==> src/rtl/hdu_ctrl_if.sv <==
// Hazard-control bundle between the pipeline and hdu_ctrl.
// master = pipeline side, slave = hazard unit.
interface hdu_ctrl_if #(
  parameter int REG_AW = 5,
  parameter int CNT_W  = 32
);
  logic              i_idex_rdwren;
  logic              i_idex_mem_rden;
  logic [REG_AW-1:0] i_idex_rd;
  logic [REG_AW-1:0] i_ifid_rs1;
  logic [REG_AW-1:0] i_ifid_rs2;
  logic              i_ifid_rs1_en;
  logic              i_ifid_rs2_en;
  logic              i_br_flush;
  logic              i_sram_stall;
  logic              i_ex_busy;
  logic              o_pc_wren;
  logic              o_ifid_wren;
  logic              o_idex_wren;
  logic              o_exmem_wren;
  logic              o_memwb_wren;
  logic              o_ifid_clear;
  logic              o_idex_clear;
  logic              o_exmem_clear;
  logic              o_lu_active;
  logic [CNT_W-1:0]  o_sram_stall_cnt;
  logic [CNT_W-1:0]  o_lu_bubble_cnt;
  logic [CNT_W-1:0]  o_flush_cnt;
  logic [CNT_W-1:0]  o_busy_cnt;

  modport master (
    output i_idex_rdwren, i_idex_mem_rden,
    output i_idex_rd, i_ifid_rs1, i_ifid_rs2,
    output i_ifid_rs1_en, i_ifid_rs2_en,
    output i_br_flush, i_sram_stall, i_ex_busy,
    input  o_pc_wren, o_ifid_wren, o_idex_wren,
    input  o_exmem_wren, o_memwb_wren,
    input  o_ifid_clear, o_idex_clear,
    input  o_exmem_clear, o_lu_active,
    input  o_sram_stall_cnt, o_lu_bubble_cnt,
    input  o_flush_cnt, o_busy_cnt
  );

  modport slave (
    input  i_idex_rdwren, i_idex_mem_rden,
    input  i_idex_rd, i_ifid_rs1, i_ifid_rs2,
    input  i_ifid_rs1_en, i_ifid_rs2_en,
    input  i_br_flush, i_sram_stall, i_ex_busy,
    output o_pc_wren, o_ifid_wren, o_idex_wren,
    output o_exmem_wren, o_memwb_wren,
    output o_ifid_clear, o_idex_clear,
    output o_exmem_clear, o_lu_active,
    output o_sram_stall_cnt, o_lu_bubble_cnt,
    output o_flush_cnt, o_busy_cnt
  );
endinterface

==> src/rtl/hdu_ctrl.sv <==
// Multi-bubble hazard-control unit with latched SRAM-stall flush.
// HDU_PERF_CNT_EN builds saturating hazard perf counters.
module hdu_ctrl #(
  parameter int REG_AW   = 5,
  parameter int LOAD_LAT = 1,
  parameter int CNT_W    = 32
) (
  input logic       i_clk,
  input logic       i_rst_n,
  hdu_ctrl_if.slave hdu
);

  typedef enum logic {
    IDLE,
    LU_STALL
  } state_e;

  localparam logic [2:0] BUB_INIT =
    3'(LOAD_LAT - 1);

  state_e     state_q, state_d;
  logic [2:0] bub_q, bub_d;
  logic       pend_q, pend_d;

  logic lu_hit, flush;
  logic r_sram, r_flush, r_busy, r_lu;
  logic rs1_hit, rs2_hit;

  logic pc_we, ifid_we, idex_we;
  logic exmem_we, memwb_we;
  logic ifid_clr, idex_clr, exmem_clr;

  always_comb begin
    rs1_hit = hdu.i_ifid_rs1_en &
              (hdu.i_idex_rd == hdu.i_ifid_rs1);
    rs2_hit = hdu.i_ifid_rs2_en &
              (hdu.i_idex_rd == hdu.i_ifid_rs2);
    lu_hit  = hdu.i_idex_mem_rden &
              hdu.i_idex_rdwren &
              (hdu.i_idex_rd != '0) &
              (rs1_hit | rs2_hit);
    flush   = hdu.i_br_flush | pend_q;
    r_sram  = hdu.i_sram_stall;
    r_flush = !r_sram & flush;
    r_busy  = !r_sram & !flush & hdu.i_ex_busy;
    r_lu    = !r_sram & !flush & !hdu.i_ex_busy &
              ((state_q == LU_STALL) | lu_hit);
  end

  always_comb begin
    pc_we     = 1'b1;
    ifid_we   = 1'b1;
    idex_we   = 1'b1;
    exmem_we  = 1'b1;
    memwb_we  = 1'b1;
    ifid_clr  = 1'b0;
    idex_clr  = 1'b0;
    exmem_clr = 1'b0;
    state_d   = state_q;
    bub_d     = bub_q;
    pend_d    = pend_q;
    unique case (1'b1)
      r_sram: begin
        pc_we    = 1'b0;
        ifid_we  = 1'b0;
        idex_we  = 1'b0;
        exmem_we = 1'b0;
        memwb_we = 1'b0;
        pend_d   = pend_q | hdu.i_br_flush;
      end
      r_flush: begin
        ifid_clr  = 1'b1;
        idex_clr  = 1'b1;
        exmem_clr = 1'b1;
        state_d   = IDLE;
        bub_d     = '0;
        pend_d    = 1'b0;
      end
      r_busy: begin
        pc_we     = 1'b0;
        ifid_we   = 1'b0;
        idex_we   = 1'b0;
        exmem_clr = 1'b1;
      end
      r_lu: begin
        pc_we    = 1'b0;
        ifid_we  = 1'b0;
        idex_clr = 1'b1;
        if (state_q == IDLE) begin
          if (LOAD_LAT > 1) begin
            state_d = LU_STALL;
            bub_d   = BUB_INIT;
          end
        end else begin
          bub_d = bub_q - 3'd1;
          if (bub_q == 3'd1) state_d = IDLE;
        end
      end
      default: ;
    endcase
  end

  always_ff @(posedge i_clk or negedge i_rst_n) begin
    if (!i_rst_n) begin
      state_q <= IDLE;
      bub_q   <= '0;
      pend_q  <= 1'b0;
    end else begin
      state_q <= state_d;
      bub_q   <= bub_d;
      pend_q  <= pend_d;
    end
  end

  // Reset forces the pipeline quiet and clear independent of the clock.
  always_comb begin
    hdu.o_pc_wren     = pc_we & i_rst_n;
    hdu.o_ifid_wren   = ifid_we & i_rst_n;
    hdu.o_idex_wren   = idex_we & i_rst_n;
    hdu.o_exmem_wren  = exmem_we & i_rst_n;
    hdu.o_memwb_wren  = memwb_we & i_rst_n;
    hdu.o_ifid_clear  = ifid_clr | !i_rst_n;
    hdu.o_idex_clear  = idex_clr | !i_rst_n;
    hdu.o_exmem_clear = exmem_clr | !i_rst_n;
    hdu.o_lu_active   = (state_q == LU_STALL);
  end

`ifdef HDU_PERF_CNT_EN
  logic [CNT_W-1:0] sram_cnt_q, lu_cnt_q;
  logic [CNT_W-1:0] fl_cnt_q, busy_cnt_q;

  function automatic logic [CNT_W-1:0] sat_inc(
    input logic [CNT_W-1:0] c
  );
    return (&c) ? c : c + 1'b1;
  endfunction

  always_ff @(posedge i_clk or negedge i_rst_n) begin
    if (!i_rst_n) begin
      sram_cnt_q <= '0;
      lu_cnt_q   <= '0;
      fl_cnt_q   <= '0;
      busy_cnt_q <= '0;
    end else begin
      if (r_sram)  sram_cnt_q <= sat_inc(sram_cnt_q);
      if (r_lu)    lu_cnt_q   <= sat_inc(lu_cnt_q);
      if (r_flush) fl_cnt_q   <= sat_inc(fl_cnt_q);
      if (r_busy)  busy_cnt_q <= sat_inc(busy_cnt_q);
    end
  end

  always_comb begin
    hdu.o_sram_stall_cnt = sram_cnt_q;
    hdu.o_lu_bubble_cnt  = lu_cnt_q;
    hdu.o_flush_cnt      = fl_cnt_q;
    hdu.o_busy_cnt       = busy_cnt_q;
  end
`else
  always_comb begin
    hdu.o_sram_stall_cnt = '0;
    hdu.o_lu_bubble_cnt  = '0;
    hdu.o_flush_cnt      = '0;
    hdu.o_busy_cnt       = '0;
  end
`endif

endmodule

==> src/flat_wrapper.sv <==
// flat-port wrapper written by rule: the top's interface ports become plain ports
module hdu_ctrl_flat 
#(
  parameter int REG_AW   = 5,
  parameter int LOAD_LAT = 1,
  parameter int CNT_W    = 32
)
  (i_clk, i_rst_n, hdu_i_idex_rdwren, hdu_i_idex_mem_rden, hdu_i_idex_rd, hdu_i_ifid_rs1, hdu_i_ifid_rs2, hdu_i_ifid_rs1_en, hdu_i_ifid_rs2_en, hdu_i_br_flush, hdu_i_sram_stall, hdu_i_ex_busy, hdu_o_pc_wren, hdu_o_ifid_wren, hdu_o_idex_wren, hdu_o_exmem_wren, hdu_o_memwb_wren, hdu_o_ifid_clear, hdu_o_idex_clear, hdu_o_exmem_clear, hdu_o_lu_active, hdu_o_sram_stall_cnt, hdu_o_lu_bubble_cnt, hdu_o_flush_cnt, hdu_o_busy_cnt);
  hdu_ctrl_if #(.REG_AW(REG_AW), .CNT_W(CNT_W)) hdu_i ();
  input logic i_clk;
  input logic i_rst_n;
  input wire logic [$bits(hdu_i.i_idex_rdwren)-1:0] hdu_i_idex_rdwren;
  input wire logic [$bits(hdu_i.i_idex_mem_rden)-1:0] hdu_i_idex_mem_rden;
  input wire logic [$bits(hdu_i.i_idex_rd)-1:0] hdu_i_idex_rd;
  input wire logic [$bits(hdu_i.i_ifid_rs1)-1:0] hdu_i_ifid_rs1;
  input wire logic [$bits(hdu_i.i_ifid_rs2)-1:0] hdu_i_ifid_rs2;
  input wire logic [$bits(hdu_i.i_ifid_rs1_en)-1:0] hdu_i_ifid_rs1_en;
  input wire logic [$bits(hdu_i.i_ifid_rs2_en)-1:0] hdu_i_ifid_rs2_en;
  input wire logic [$bits(hdu_i.i_br_flush)-1:0] hdu_i_br_flush;
  input wire logic [$bits(hdu_i.i_sram_stall)-1:0] hdu_i_sram_stall;
  input wire logic [$bits(hdu_i.i_ex_busy)-1:0] hdu_i_ex_busy;
  output wire logic [$bits(hdu_i.o_pc_wren)-1:0] hdu_o_pc_wren;
  output wire logic [$bits(hdu_i.o_ifid_wren)-1:0] hdu_o_ifid_wren;
  output wire logic [$bits(hdu_i.o_idex_wren)-1:0] hdu_o_idex_wren;
  output wire logic [$bits(hdu_i.o_exmem_wren)-1:0] hdu_o_exmem_wren;
  output wire logic [$bits(hdu_i.o_memwb_wren)-1:0] hdu_o_memwb_wren;
  output wire logic [$bits(hdu_i.o_ifid_clear)-1:0] hdu_o_ifid_clear;
  output wire logic [$bits(hdu_i.o_idex_clear)-1:0] hdu_o_idex_clear;
  output wire logic [$bits(hdu_i.o_exmem_clear)-1:0] hdu_o_exmem_clear;
  output wire logic [$bits(hdu_i.o_lu_active)-1:0] hdu_o_lu_active;
  output wire logic [$bits(hdu_i.o_sram_stall_cnt)-1:0] hdu_o_sram_stall_cnt;
  output wire logic [$bits(hdu_i.o_lu_bubble_cnt)-1:0] hdu_o_lu_bubble_cnt;
  output wire logic [$bits(hdu_i.o_flush_cnt)-1:0] hdu_o_flush_cnt;
  output wire logic [$bits(hdu_i.o_busy_cnt)-1:0] hdu_o_busy_cnt;
  assign hdu_i.i_idex_rdwren = hdu_i_idex_rdwren;
  assign hdu_i.i_idex_mem_rden = hdu_i_idex_mem_rden;
  assign hdu_i.i_idex_rd = hdu_i_idex_rd;
  assign hdu_i.i_ifid_rs1 = hdu_i_ifid_rs1;
  assign hdu_i.i_ifid_rs2 = hdu_i_ifid_rs2;
  assign hdu_i.i_ifid_rs1_en = hdu_i_ifid_rs1_en;
  assign hdu_i.i_ifid_rs2_en = hdu_i_ifid_rs2_en;
  assign hdu_i.i_br_flush = hdu_i_br_flush;
  assign hdu_i.i_sram_stall = hdu_i_sram_stall;
  assign hdu_i.i_ex_busy = hdu_i_ex_busy;
  assign hdu_o_pc_wren = hdu_i.o_pc_wren;
  assign hdu_o_ifid_wren = hdu_i.o_ifid_wren;
  assign hdu_o_idex_wren = hdu_i.o_idex_wren;
  assign hdu_o_exmem_wren = hdu_i.o_exmem_wren;
  assign hdu_o_memwb_wren = hdu_i.o_memwb_wren;
  assign hdu_o_ifid_clear = hdu_i.o_ifid_clear;
  assign hdu_o_idex_clear = hdu_i.o_idex_clear;
  assign hdu_o_exmem_clear = hdu_i.o_exmem_clear;
  assign hdu_o_lu_active = hdu_i.o_lu_active;
  assign hdu_o_sram_stall_cnt = hdu_i.o_sram_stall_cnt;
  assign hdu_o_lu_bubble_cnt = hdu_i.o_lu_bubble_cnt;
  assign hdu_o_flush_cnt = hdu_i.o_flush_cnt;
  assign hdu_o_busy_cnt = hdu_i.o_busy_cnt;
  hdu_ctrl #(.REG_AW(REG_AW), .LOAD_LAT(LOAD_LAT), .CNT_W(CNT_W)) u_core (.i_clk(i_clk), .i_rst_n(i_rst_n), .hdu(hdu_i));
endmodule
==> config.mk <==
export PLATFORM = sky130hd
export DESIGN_NAME = hdu_ctrl_flat
export DESIGN_NICKNAME = d
export VERILOG_FILES = /design/src/rtl/hdu_ctrl_if.sv /design/src/rtl/hdu_ctrl.sv /design/src/flat_wrapper.sv
export SDC_FILE = /design/constraint.sdc
export NUM_CORES = 1
export LEC_CHECK = 0
export ABC_CLOCK_PERIOD_IN_PS = 3600
export CORE_MARGIN = 2
export CORE_UTILIZATION = 30
export DETAILED_ROUTE_END_ITERATION = 12
export PLACE_DENSITY_LB_ADDON = 0.2
export SLEW_MARGIN = 5
export SYNTH_ARGS = -nofsm -noshare
export SYNTH_HDL_FRONTEND = slang
export SYNTH_SLANG_ARGS = --single-unit
==> constraint.sdc <==
create_clock -name i_clk -period 3.6 [get_ports i_clk]
set_input_delay 0.72 -clock i_clk [delete_from_list [all_inputs] [get_ports i_clk]]
set_output_delay 0.72 -clock i_clk [all_outputs]
set_load 0.05 [all_outputs]
==> impl_metrics.yaml <==
sta:
  fmax_ghz: 0.309
  rsz0062_at_grt: "no"
  hold_viol: 0
  min_period_ns: 3.24
  hold_ws_ns: 0.497
  tns_ns: 0
  final.setup_skew_ns: 0.00133
  fin_crit_sh: 0.899
  drv_slew: 0
  setup_viol: 0
  worst_pin_slew_ns: 0.512
  slew_headroom: 0.657
clocking:
  root_buffer: "clkbuf_8"
  cts.path.max_buffers: 2
  post_cts_buffers: 0
  worstSkewPairLatency_ns: 0.22
  cts_buffers: 3
  cts-htree-levels: 1
  path_clk_slew_ns: 0.03
  postCtsHoldBufs: 0
  cts_tree: "built"
  cts_sinks: 5
  cts_repair_resize_count: 0
grt:
  grt.overflow.total: 0
  grt_pass1_vias: 562
  antenna_found_initial: 0
  grt_pass1_wl_mm: 2.65
  grt_max_degree: 9
  track_usage: 0.0667
hold_path:
  hold_depth: 2
  whs_endpoint: "u_core.bub_q[1]$_DFFE_PN0P_"
  hp-class: "flip-flop to flip-flop"
  worstHoldStart: "u_core.bub_q[1]$_DFFE_PN0P_"
drt:
  drcViolationCount: 0
  met2_length_mm: 1.18
  drt-pass1-iter-count: 4
  highest_layer: "met3"
  wl_per_cell_um: 7.73
  via_per_inst: 2.99
  via_count: 801
  wl_mm: 2.07
  drtIter0Drc: 16
  wl_met1_um: 624
  met3_length_um: 270
  antenna_left: 0
critical_path:
  r2r-end: "u_core.bub_q[0]$_DFFE_PN0P_"
  cp.arrival_ns: 2.52
  endpoint_kind: "output pin"
  timing.rr.start: "u_core.pend_q$_DFFE_PN0P_"
  r2r_setup_slack_ns: 2.25
  reg2reg_depth: 4
  crit_type: "input pin to output pin"
  cp_max_fo: 7
  crit_path_start_kind: "input pin"
  critPathRequiredTime_ns: 2.88
floorplanning:
  core_area_um2: 4440
  dieArea_um2: 5250
  pin_count: 161
  die_y_um: 72.4
  initial_core_util: 0.316
  die_w_um: 72.4
  rows: 24
synth:
  ys_ff_latch: 5
  synth_async_sr_flop_share: 1.00
  yosys-top-cells-area: "buf_4 (69%), dfrtp_1 (8.9%), xor2_1 (5.0%)"
  synthFlopType: "dfrtp_1"
  synth_enable_flop_cells: 0
  yosysWarningCount: 0
  ys_seq_area_frac: 0.0890
  synth_cell_types: 23
  synth_common_cells: "buf_4 (130), xor2_1 (8), dfrtp_1 (5), nand3_1 (5)"
  synth_top_area_share: 0.695
  synthesis.area_um2: 1410
  yosys.area.top_type: "buf_4"
  yosysMostFrequentCell: "buf_4"
  syn_area_per_cell_um2: 7.72
  syn-instance-count: 182
power_and_ir_drop:
  finalPower_mw: 0.533
  irDropWorstVdd_uv: 127
  p_leak_nw: 0.750
  power_density_nw_per_um2: 395
placement:
  post-dp-hpwl_mm: 1.94
  gp_congestion: 0.679
  port_buffers: 32
  placed_cells_incl_taps: 264
cells_and_area:
  final_layout_size_suffix_gt1_frac: 0.0556
  syn_to_final_growth_pct: -4.01
  antenna_cells: 0
  nets: 243
  finalNonFillerCells: 268
flow_run:
  cap_violations: 0
status:
  status: "finished clean"
-- registers in the layout (all words and copies together), names as in the netlist --
name	count
u_core.hdu.o_lu_active	1
u_core.pend_q	1
u_core.bub_q	3
-- kinds of logic (layout without fill, tap and decap cells) --
| group | Yosys count | count (layout) | share of synthesized area |
|---|---|---|---|
| AO/OA/AOI/OAI | 7 | 7 | 0.0294 |
| XOR/XNOR | 11 | 11 | 0.0686 |
| adder cells (fa/ha/maj) | 2 | 2 | 0.0178 |
| buffers and inverters | 133 | 40 | 0.703 |
| flip-flops | 5 | 5 | 0.0890 |
| other | 1 | 128 | 0.00267 |
| AND/OR/NAND/NOR | 23 | 23 | 0.0899 |
-- worst max-delay path by stage --
stage | start | end | cells past startpoint
after floorplan | hdu_i_br_flush | hdu_o_pc_wren | 4
after global placement | hdu_i_idex_rd[3] | hdu_o_ifid_wren | 7
final | hdu_i_sram_stall | hdu_o_ifid_wren | 6
after CTS | hdu_i_sram_stall | hdu_o_ifid_wren | 6
after detailed placement | hdu_i_sram_stall | hdu_o_ifid_wren | 6
after global routing | hdu_i_sram_stall | hdu_o_pc_wren | 6
-- worst max-delay path: stages --
cell and delay, ns:
clkdlybuf4s50_1 0.50, nor4_1 0.46, o21ai_0 0.18, a211o_1 0.27, and3_1 0.18, buf_4 0.20
-- metrics by stage --
stage / util / setup WS (ns) / cell area (µm²)
3_3_place_gp: 0.293 / 0.389 / 1300
6_report: 0.303 / 0.364 / 1350
4_1_cts: 0.303 / 0.339 / 1350
2_1_floorplan: - / 0.445 / 1890
3_5_place_dp: 0.293 / 0.345 / 1300
5_1_grt: 0.303 / 0.172 / 1350
-- report_power, final --
group | switching [mW] | internal [mW] | leakage [nW] | total [mW]
combinational | 0.333 | 0.0412 | 0.659 | 0.375
clock | 0.0245 | 0.0757 | 0.0228 | 0.100
sequential | 0.000639 | 0.0573 | 0.0684 | 0.0580
total | 0.358 | 0.174 | 0.750 | 0.533
-- cell usage in the layout, fill, tap and decap left out, types with 2 or more instances in the layout --
cell             count
xor2_1               8
nand3_1              5
conb_1             128
xnor2_1              3
buf_4                5
clkbuf_8             3
nand2_1              4
clkdlybuf4s50_1     27
ha_1                 2
dfrtp_1              5
nor4_1               2
nor2b_1              2
inv_1                3
nor2_1               3
o21ai_0              4
-- cell type report --
cell class	count	area, µm²
multi-input cells	171	774
clock buffers	4	45.0
flip-flops and latches	5	125
fillers	485	3100
inverters	3	11.3
well taps	52	65.1
repair buffers	33	328
-- per-layer routing --
metal	GRT usage	up-vias
met3	0.0194	0
met1	0.0671	346
met4	0.0309	0
met2	0.125	74
met5	0	-
li1	-	381
Note: power is estimated with default switching activity, not from simulation.
